--- src/rtl/srt4_digit_select_if.sv ---
// ----------------------------------------------------------------------------
// srt4_digit_select_if
// Bundles the request, digit-stream and result handshakes of the radix-4 SRT
// iteration engine.
//   slave  : the engine (srt4_digit_select)
//   master : whoever issues divisions and consumes digits/results
// Signals:
//   input_valid / input_ready        request handshake
//   input_dividend / input_divisor   operands x (x < d) and normalized d
//   digit_valid                      one quotient digit this cycle
//   digit_selectedQuotientOH         one-hot digit {-2,-1,0,+1,+2} = bits 0..4
//   digit_first                      marks the digit of iteration 0
//   output_valid / output_ready      result handshake
//   output_remainder                 corrected, non-negative final residual
//   output_remNegative               raw residual was negative (take Q-1)
// ----------------------------------------------------------------------------
interface srt4_digit_select_if #(
    parameter int WIDTH = 32
);
    logic             input_valid;
    logic             input_ready;
    logic [WIDTH-1:0] input_dividend;
    logic [WIDTH-1:0] input_divisor;
    logic             digit_valid;
    logic [4:0]       digit_selectedQuotientOH;
    logic             digit_first;
    logic             output_valid;
    logic             output_ready;
    logic [WIDTH:0]   output_remainder;
    logic             output_remNegative;

    modport slave (
        input  input_valid,
        output input_ready,
        input  input_dividend,
        input  input_divisor,
        output digit_valid,
        output digit_selectedQuotientOH,
        output digit_first,
        output output_valid,
        input  output_ready,
        output output_remainder,
        output output_remNegative
    );

    modport master (
        output input_valid,
        input  input_ready,
        output input_dividend,
        output input_divisor,
        input  digit_valid,
        input  digit_selectedQuotientOH,
        input  digit_first,
        input  output_valid,
        output output_ready,
        input  output_remainder,
        input  output_remNegative
    );
endinterface

--- src/rtl/srt4_digit_select.sv ---
// ----------------------------------------------------------------------------
// srt4_digit_select
// Sequential radix-4 SRT iteration engine. After a request is accepted it
// emits one one-hot quotient digit per cycle for ITER cycles, then returns
// the corrected final remainder plus a flag telling the quotient converter
// whether to pick Q or Q-1.
// Ports:
//   clock  : single clock
//   reset  : asynchronous assert, active-low
//   bus    : srt4_digit_select_if.slave (request, digit stream, result)
// ----------------------------------------------------------------------------
module srt4_digit_select #(
    parameter int WIDTH = 32,
    parameter int ITER  = 16
) (
    input  logic                clock,
    input  logic                reset,
    srt4_digit_select_if.slave  bus
);
    // Residual register holds R = 4*w: two fractional bits, so the initial
    // residual x/4 is exact and R itself equals y = 4w as an integer.
    localparam int RW = WIDTH + 4;
    localparam int CW = $clog2(ITER + 1);

    typedef enum logic [1:0] {
        S_IDLE,
        S_ITER,
        S_FIX,
        S_DONE
    } state_t;

    state_t               r_state;
    state_t               w_stateNext;
    logic                 w_inputReady;
    logic                 w_accept;
    logic                 w_lastIter;

    logic [WIDTH-1:0]     r_divisor;
    logic signed [RW-1:0] r_residual;
    logic [CW-1:0]        r_count;
    logic                 r_digitValid;
    logic [4:0]           r_digitOH;
    logic                 r_digitFirst;
    logic                 r_outValid;
    logic [WIDTH:0]       r_outRem;
    logic                 r_outNeg;

    // Comparison operands are in half-units (one guard bit) so 3d/2 and d/2
    // are exact integers.
    logic signed [RW:0]   w_twiceY;
    logic signed [RW:0]   w_halfD;
    logic signed [RW:0]   w_threeHalfD;
    logic signed [RW-1:0] w_dExt;
    logic signed [RW-1:0] w_diff;
    logic signed [RW-1:0] w_residualNext;
    logic [4:0]           w_digitOH;
    logic [WIDTH:0]       w_finalW;
    logic [WIDTH:0]       w_fixRem;

    assign w_accept   = (r_state == S_IDLE) && bus.input_valid;
    assign w_lastIter = (r_count == CW'(ITER - 1));

    // State register.
    always_ff @(posedge clock or negedge reset) begin
        if (!reset) begin
            r_state <= S_IDLE;
        end else begin
            r_state <= w_stateNext;
        end
    end

    // Next-state logic; input_ready is only asserted while idle, so requests
    // arriving during a division are simply ignored.
    always_comb begin
        w_stateNext  = r_state;
        w_inputReady = 1'b0;
        case (r_state)
            S_IDLE: begin
                w_inputReady = 1'b1;
                if (bus.input_valid) begin
                    w_stateNext = S_ITER;
                end
            end
            S_ITER: begin
                if (w_lastIter) begin
                    w_stateNext = S_FIX;
                end
            end
            S_FIX: begin
                w_stateNext = S_DONE;
            end
            S_DONE: begin
                if (bus.output_ready) begin
                    w_stateNext = S_IDLE;
                end
            end
            default: begin
                w_stateNext = S_IDLE;
            end
        endcase
    end

    // Digit selection with exact comparisons of 2y against 3d and d, then
    // w_next = y - q*d, stored back as 4*w_next.
    always_comb begin
        w_twiceY     = {r_residual, 1'b0};
        w_halfD      = {{(RW + 1 - WIDTH){1'b0}}, r_divisor};
        w_threeHalfD = {{(RW - WIDTH){1'b0}}, r_divisor, 1'b0} + w_halfD;
        w_dExt       = {{(RW - WIDTH){1'b0}}, r_divisor};
        w_digitOH    = 5'b00100;
        w_diff       = r_residual;
        if (w_twiceY >= w_threeHalfD) begin
            w_digitOH = 5'b10000;
            w_diff    = r_residual - (w_dExt <<< 1);
        end else if (w_twiceY >= w_halfD) begin
            w_digitOH = 5'b01000;
            w_diff    = r_residual - w_dExt;
        end else if (w_twiceY >= -w_halfD) begin
            w_digitOH = 5'b00100;
            w_diff    = r_residual;
        end else if (w_twiceY >= -w_threeHalfD) begin
            w_digitOH = 5'b00010;
            w_diff    = r_residual + w_dExt;
        end else begin
            w_digitOH = 5'b00001;
            w_diff    = r_residual + (w_dExt <<< 1);
        end
        w_residualNext = w_diff <<< 2;
    end

    // Final residual w = R/4; adding d to a negative w lands in [0, d).
    assign w_finalW = r_residual[WIDTH+2:2];
    assign w_fixRem = w_finalW + {1'b0, r_divisor};

    // Datapath: operand capture, one iteration per cycle, correction, and
    // result hold. Digit outputs fall back to the "0" digit when idle.
    always_ff @(posedge clock or negedge reset) begin
        if (!reset) begin
            r_divisor    <= '0;
            r_residual   <= '0;
            r_count      <= '0;
            r_digitValid <= 1'b0;
            r_digitOH    <= 5'b00100;
            r_digitFirst <= 1'b0;
            r_outValid   <= 1'b0;
            r_outRem     <= '0;
            r_outNeg     <= 1'b0;
        end else begin
            r_digitValid <= 1'b0;
            r_digitOH    <= 5'b00100;
            r_digitFirst <= 1'b0;
            case (r_state)
                S_IDLE: begin
                    if (w_accept) begin
                        r_divisor  <= bus.input_divisor;
                        r_residual <= {{(RW - WIDTH){1'b0}}, bus.input_dividend};
                        r_count    <= '0;
                    end
                end
                S_ITER: begin
                    r_residual   <= w_residualNext;
                    r_digitValid <= 1'b1;
                    r_digitOH    <= w_digitOH;
                    r_digitFirst <= (r_count == '0);
                    r_count      <= r_count + CW'(1);
                end
                S_FIX: begin
                    r_outValid <= 1'b1;
                    if (r_residual[RW-1]) begin
                        r_outRem <= w_fixRem;
                        r_outNeg <= 1'b1;
                    end else begin
                        r_outRem <= w_finalW;
                        r_outNeg <= 1'b0;
                    end
                end
                S_DONE: begin
                    if (bus.output_ready) begin
                        r_outValid <= 1'b0;
                    end
                end
                default: begin
                end
            endcase
        end
    end

    assign bus.input_ready              = w_inputReady;
    assign bus.digit_valid              = r_digitValid;
    assign bus.digit_selectedQuotientOH = r_digitOH;
    assign bus.digit_first              = r_digitFirst;
    assign bus.output_valid             = r_outValid;
    assign bus.output_remainder         = r_outRem;
    assign bus.output_remNegative       = r_outNeg;
endmodule

--- src/flat_wrapper.sv ---
// flat-port wrapper written by rule: the top's interface ports become plain ports
module srt4_digit_select_flat 
#(
    parameter int WIDTH = 32,
    parameter int ITER  = 16
)
  (clock, reset, bus_input_valid, bus_input_ready, bus_input_dividend, bus_input_divisor, bus_digit_valid, bus_digit_selectedQuotientOH, bus_digit_first, bus_output_valid, bus_output_ready, bus_output_remainder, bus_output_remNegative);
  srt4_digit_select_if #(.WIDTH(WIDTH)) bus_i ();
  input  logic clock;
  input  logic reset;
  input wire logic [$bits(bus_i.input_valid)-1:0] bus_input_valid;
  output wire logic [$bits(bus_i.input_ready)-1:0] bus_input_ready;
  input wire logic [$bits(bus_i.input_dividend)-1:0] bus_input_dividend;
  input wire logic [$bits(bus_i.input_divisor)-1:0] bus_input_divisor;
  output wire logic [$bits(bus_i.digit_valid)-1:0] bus_digit_valid;
  output wire logic [$bits(bus_i.digit_selectedQuotientOH)-1:0] bus_digit_selectedQuotientOH;
  output wire logic [$bits(bus_i.digit_first)-1:0] bus_digit_first;
  output wire logic [$bits(bus_i.output_valid)-1:0] bus_output_valid;
  input wire logic [$bits(bus_i.output_ready)-1:0] bus_output_ready;
  output wire logic [$bits(bus_i.output_remainder)-1:0] bus_output_remainder;
  output wire logic [$bits(bus_i.output_remNegative)-1:0] bus_output_remNegative;
  assign bus_i.input_valid = bus_input_valid;
  assign bus_input_ready = bus_i.input_ready;
  assign bus_i.input_dividend = bus_input_dividend;
  assign bus_i.input_divisor = bus_input_divisor;
  assign bus_digit_valid = bus_i.digit_valid;
  assign bus_digit_selectedQuotientOH = bus_i.digit_selectedQuotientOH;
  assign bus_digit_first = bus_i.digit_first;
  assign bus_output_valid = bus_i.output_valid;
  assign bus_i.output_ready = bus_output_ready;
  assign bus_output_remainder = bus_i.output_remainder;
  assign bus_output_remNegative = bus_i.output_remNegative;
  srt4_digit_select #(.WIDTH(WIDTH), .ITER(ITER)) u_core (.clock(clock), .reset(reset), .bus(bus_i));
endmodule
--- config.mk ---
export PLATFORM = sky130hd
export DESIGN_NAME = srt4_digit_select_flat
export DESIGN_NICKNAME = d
export VERILOG_FILES = /design/src/rtl/srt4_digit_select_if.sv /design/src/rtl/srt4_digit_select.sv /design/src/flat_wrapper.sv
export SDC_FILE = /design/constraint.sdc
export NUM_CORES = 1
export LEC_CHECK = 0
export CAP_MARGIN = 20
export CORE_ASPECT_RATIO = 1.1
export CORE_MARGIN = 2
export CORE_UTILIZATION = 50
export DETAILED_ROUTE_END_ITERATION = 8
export GPL_ROUTABILITY_DRIVEN = 0
export PLACE_DENSITY = 0.72
export SLEW_MARGIN = 20
export SYNTH_ARGS = -nofsm -noshare
export SYNTH_HDL_FRONTEND = slang
export SYNTH_SLANG_ARGS = --single-unit
--- constraint.sdc ---
create_clock -name clock -period 6 [get_ports clock]
set_clock_uncertainty 0.15 [all_clocks]
set_input_delay 1.2 -clock clock [delete_from_list [all_inputs] [get_ports clock]]
set_output_delay 1.2 -clock clock [all_outputs]
set_load 0.1 [all_outputs]
# Word level (Yosys, flattened, before mapping)
# Cells that the tools add are included.
# op_classes
eq_ne	8
n_reduce_logical	9
n_lt_le_gt_ge	4
add_sub_neg	9
div	0
mux	24
bitwise	0
multipliers	0
shift	0
# ops
operator	n
$mux W34	4
$ge A37 B37 Y1	2
$pmux W36 S2	1
$ge A37 B33 Y1	1
$ge A37 B35 Y1	1
$neg A32 Y37	1
$neg A37 Y37	1
$mux W36	1
$add A33 B32 Y34	1
$add A34 B33 Y34	1
$add A34 B34 Y34	1
$sub A34 B33 Y34	1
$sub A34 B34 Y34	1
$add A33 B32 Y33	1
$mux W33	1
$mux W5	5
$pmux W5 S2	1
$mux W2	4
$pmux W2 S4	1
$reduce_and A2 Y1	3
$add A5 B1 Y5 const B	1
$eq A5 B4 Y1 const B	1
$logic_not A5 Y1	1
$mux W1	5
9 further kinds	13
# totals
elab_cells	64
regBits	117
memories	0
rom_bits	0
latch_bits	0
inputBits	68
ramBits	0
out_inout_bits	43

# Logic depth before layout (Yosys ltp)
# logic_depth
depth_word	8
depth_mapped	28
depth_no_buf	26

# Least setup slack after synthesis
# Ideal clock, no wire load.
# synth_path
kind	reg2reg
startpoint	reg u_core.r_divisor[1]
endpoint	reg u_core.r_residual[19]
arrival_ns	5.787
t_required_ns	5.714
stages_incl_launch_ff	25
slack_ns	-0.073
path_buffers	3
path_cell_list	dfrtp_1 inv_1 ha_1 a211oi_1 o21a_2 or2_4 or4b_1 a21oi_1 mux2_4 nand2_4 or3_4 or4_4 nor3_2 xnor2_1 ha_1 nand4_1 a211oi_1 o21ai_0 o211ai_1 clkbuf_1 buf_1 clkbuf_1 a21oi_1 a211oi_1 o21ai_0
# synth_between
elab_chain_cells	8
elab_cells_between_ends	16
# synth_lines
item	line	text
start, declared	srt4_digit_select.sv:38	logic [WIDTH-1:0] r_divisor;
start signal, assigned	srt4_digit_select.sv:155	r_divisor <= bus.input_divisor;
$add A33 B32 Y34	srt4_digit_select.sv:108	w_threeHalfD = {{(RW - WIDTH){1'b0}}, r_divisor, 1'b0} + w_halfD;
$neg A37 Y37	srt4_digit_select.sv:121	end else if (w_twiceY >= -w_threeHalfD) begin
$ge A37 B37 Y1	srt4_digit_select.sv:121	
$mux W34	srt4_digit_select.sv:121	
$mux W34	srt4_digit_select.sv:118	end else if (w_twiceY >= -w_halfD) begin
$mux W34	srt4_digit_select.sv:115	end else if (w_twiceY >= w_halfD) begin
$mux W34 *	srt4_digit_select.sv:112	if (w_twiceY >= w_threeHalfD) begin
$pmux W36 S2 *	srt4_digit_select.sv:152	case (r_state)
end signal, assigned	srt4_digit_select.sv:156	r_residual <= {{(RW - WIDTH){1'b0}}, bus.input_dividend};
end signal, assigned	srt4_digit_select.sv:161	r_residual <= w_residualNext;
end, declared	srt4_digit_select.sv:39	logic signed [RW-1:0] r_residual;
# Every way passes the cells marked *; elsewhere a longest branch is shown, timed or not.
# A chain may end at the register's enable or synchronous reset.

# Final worst setup path
# layout_path
startpoint	reg u_core.r_divisor[5]
endpoint	reg u_core.r_residual[29]
# The elaborated chain is that of the path after synthesis.

==> results <==
- The fraction of layout cells with a size suffix above 1 is roughly 14%.
- The register bit total from synthesis is between 100 and 150.
- The maximum number of pins on one net before global-route repair is 58.
- STA puts the critical path data required time at 6.23 ns.
- The least setup slack across all paths after layout is -0.08243 ns.
- The detailed-routing iteration count for the pre-antenna-repair pass is 6.
- Measured against its own limit, the worst slew margin works out to between 20% and 30%.
- Measured along the x axis, the die boundary spans 195.8 µm.
- Across all layers, the routed design uses roughly 21k vias.
- The H-tree was split into 4 levels.
- Clock-pin slew was measured on the worst setup and hold paths at ~0.070 ns.
- The area growth from synthesis to layout is 20.33%.
- After routing, the total negative slack on setup checks comes to -0.1364 ns.
- The average via count per standard cell is 6.450.
- The share of the synthesized area in the top cell type is a little under a quarter.
- Ranked by total cell area, the synthesized netlist is headed by ha_1 23%, dfrtp_1 14%, xnor2_1 7.8%, a21oi_1 6.4%, nor2_1 4.7%.
- The cell area after synthesis is around 0.020 mm².
- The type of the most critical hold path is flip-flop to flip-flop.
- The fmax is approximately 160 MHz.
- The maximum cell stage delay along the critical path is about 0.45 ns.
- The share of synthesized registers carrying an async set or reset is 100.0%.
- Setup repair after global routing could not meet its margin everywhere.
- The aggregate global-route resource usage is 33.62%.
- The number of port buffers is 110.
- The critical path start-end classification is flip-flop to flip-flop.
- The checks that failed: negative setup slack.
- Dividing the detail-routed wire length by the instance count gives between 20 and 25 µm.
- The initial antenna violation count was 0.
- Once the floorplan was initialized, standard cells occupied between 50 and 60% of the core.
- Of all cell types, the one taking the most synthesized area is ha_1.
- The floorplan step defined a die boundary enclosing roughly 0.042 mm².
- In this run the worst path has a maximum fanout of 8.
- The net count of the finished layout is 3238.
- No sink is reached through more buffers than the 2 on the longest clock path.
- The worst setup path is launched from a flip-flop.
- For this run the aggregate overflow at the end of global routing stands at 0.
- The number of hold buffers added after CTS was 0.
- Among all flip-flop cells after synthesis, the most frequent one is dfrtp_1.
- Detailed placement finished with a half-perimeter wire length of about 57000 µm.
- The number of warnings issued by yosys is 0.
- Counting instances in the post-synthesis netlist gives the leading cell types as 366 x ha_1, 260 x a21oi_1, 253 x nor2_1, 181 x xnor2_1, 146 x inv_1.
- The total count of hold-check failures in the final report is 0.
- The run finished, with violations left.
- The worst-skew pair later-pin latency is around 0.47 ns.
- The tool flagged a number of max-cap violations equal to 0.
- After layout, the worst path uses 101.4% of the clock period.
- The first global-routing pass estimated approximately 110000 µm of wire.
- In this run the standard cell core region covers about 0.04 mm².
- The number of top-level design ports is 111.
- The wire length reported by the detailed router is approximately 74000 µm.
- The die is 215.0 µm tall.
- The number of global-route vias before repair is ~21k.
- The gate count of the mapped netlist is between 2k and 3k.
- On the critical path, the stage with the largest delay is an instance of or3b_4.
- The clock net sink count is 117.
- TritonCTS built the clock tree.
- When the netlist entered floorplanning its net count stood at just over 3k.
- The standard-cell row count is 77.
- STA classifies the critical path endpoint as a flip-flop.
- In the post-synthesis netlist, the cell with the most instances is ha_1.
- The count of nets left with antenna violations once routing finished came out at 0.
- Data on the critical path arrives at its endpoint at 6.31 ns.
- The average instance area after synthesis is 7.839 µm².
- Counting flops with a built-in enable in the synthesized netlist gives 0.
- Of the synthesized area, sequential elements account for approximately 14%.
- The post-route minimum period is 6.082 ns.
- The first routing iteration left 2227 violations.
- The TritonCTS buffer count is 17.
- For the pin with the worst max-slew slack, the measured transition is approximately 1.1 ns.
- Counting distinct cell types in the post-synthesis netlist gives between 100 and 150.
- In this run the clock root is driven by a clkbuf_16.
- In the routed design, unresolved DRC markers number 0.
- The final-report max-slew violation count is 0.
- Setup violations remaining at the end of the flow were counted as 4.
==> stage by stage <==
step,instance area [µm²],utilization [%],setup WS (ns),instances,hold WS (ns)
6_report,24350,60.76,-0.08243,3325,0.3045
5_1_grt,24350,60.76,-0.3110,3324,0.3352
4_1_cts,23570,58.81,0.007207,3303,0.3079
2_1_floorplan,20250,-,0.01642,2582,0.2569
3_5_place_dp,22840,56.98,-0.3300,3264,0.2901
3_3_place_gp,22840,56.98,-0.07170,3264,0.2824
==> kinds of logic (layout without fill, tap and decap cells) <==
logic type,count (synthesis),in the layout,synth area share [%]
AOI/OAI and AO/OA,815,815,26.47
xor gates and xnor gates,214,214,9.261
adders and majority gates,372,372,23.22
buffers and inverters,249,478,4.729
DFF,117,117,14.47
muxes,75,75,3.963
other,0,1,0
and+or+nand+nor,740,740,17.88
==> repair_timing <==
| item | in CTS | in global routing |
|---|---|---|
| gates cloned | 0 | 3 |
| pin swaps | 9 | 87 |
| setup buffers | 7 | 19 |
| endpoints found under the setup margin | 28 | 36 |
| endpoints found under the hold margin | 0 | 0 |
| resized for setup | 27 | 134 |
==> layer usage <==
metal	up-vias	wire length (µm)	GRT usage, %
met5	-	0	0
met4	0	5968	24.87
met3	335	5584	4.991
met2	1148	33410	54.31
met1	10050	28740	40.58
li1	9913	-	-
==> worst max-delay path, delay by kind of cell, from the launching register on <==
kind	cells	cell delay (ns)
adder cells (fa/ha/maj)	2	0.50
AND/OR/NAND/NOR	6	1.20
XOR/XNOR	1	0.20
flip-flops	1	0.41
AO/OA/AOI/OAI	12	2.45
buffers and inverters	7	1.08
==> layout make-up <==
class,count,area [µm²]
multi-input cells,2216,17000
fillers,3559,15730
flip-flops and latches,117,2930
well taps,513,641.9
clock inverters,14,141.4
repair buffers,298,2655
inverters,148,555.5
clock buffers,18,429.2
diodes,1,2.502
==> worst paths after layout <==
path | startpoint | endpoint | slack [ns] | depth (start not counted)
max | u_core.r_divisor[5] | u_core.r_residual[29] | -0.08 | 28
min | u_core.r_count[4] | u_core.bus.digit_first | 0.30 | 1
max reg2reg | u_core.r_divisor[5] | u_core.r_residual[29] | -0.08 | 28
min reg2reg | u_core.r_count[4] | u_core.bus.digit_first | 0.30 | 1
max in group asynchronous | reset | u_core.r_divisor[12] | 3.92 | 2
min in group asynchronous | reset | u_core.bus.output_remainder[3] | 0.61 | 1
==> sequential cells by signal (all words and copies together) (netlist names) <==
| signal | count |
|---|---|
| u_core.bus.output_valid | 1 |
| u_core.r_divisor | 32 |
| u_core.r_count | 5 |
| u_core.r_state | 2 |
| u_core.bus.digit_selectedQuotientOH | 5 |
| u_core.r_residual | 36 |
| u_core.bus.output_remNegative | 1 |
| u_core.bus.digit_first | 1 |
| u_core.bus.digit_valid | 1 |
| u_core.bus.output_remainder | 33 |
==> cells in the final DEF (no fill, tap or decap), types with 49 or more instances in the layout <==
| master | n |
|---|---|
| buf_4 | 169 |
| a21oi_1 | 242 |
| nor3_1 | 59 |
| dfrtp_1 | 115 |
| o21ai_0 | 116 |
| nand3_1 | 49 |
| ha_1 | 352 |
| clkdlybuf4s50_1 | 109 |
| a21o_1 | 71 |
| nand2_1 | 139 |
| nor2_1 | 244 |
| inv_1 | 139 |
| xnor2_1 | 178 |
Power is not shown: default switching activity piles up to over one toggle a cycle in this logic, so the estimate is an artifact.
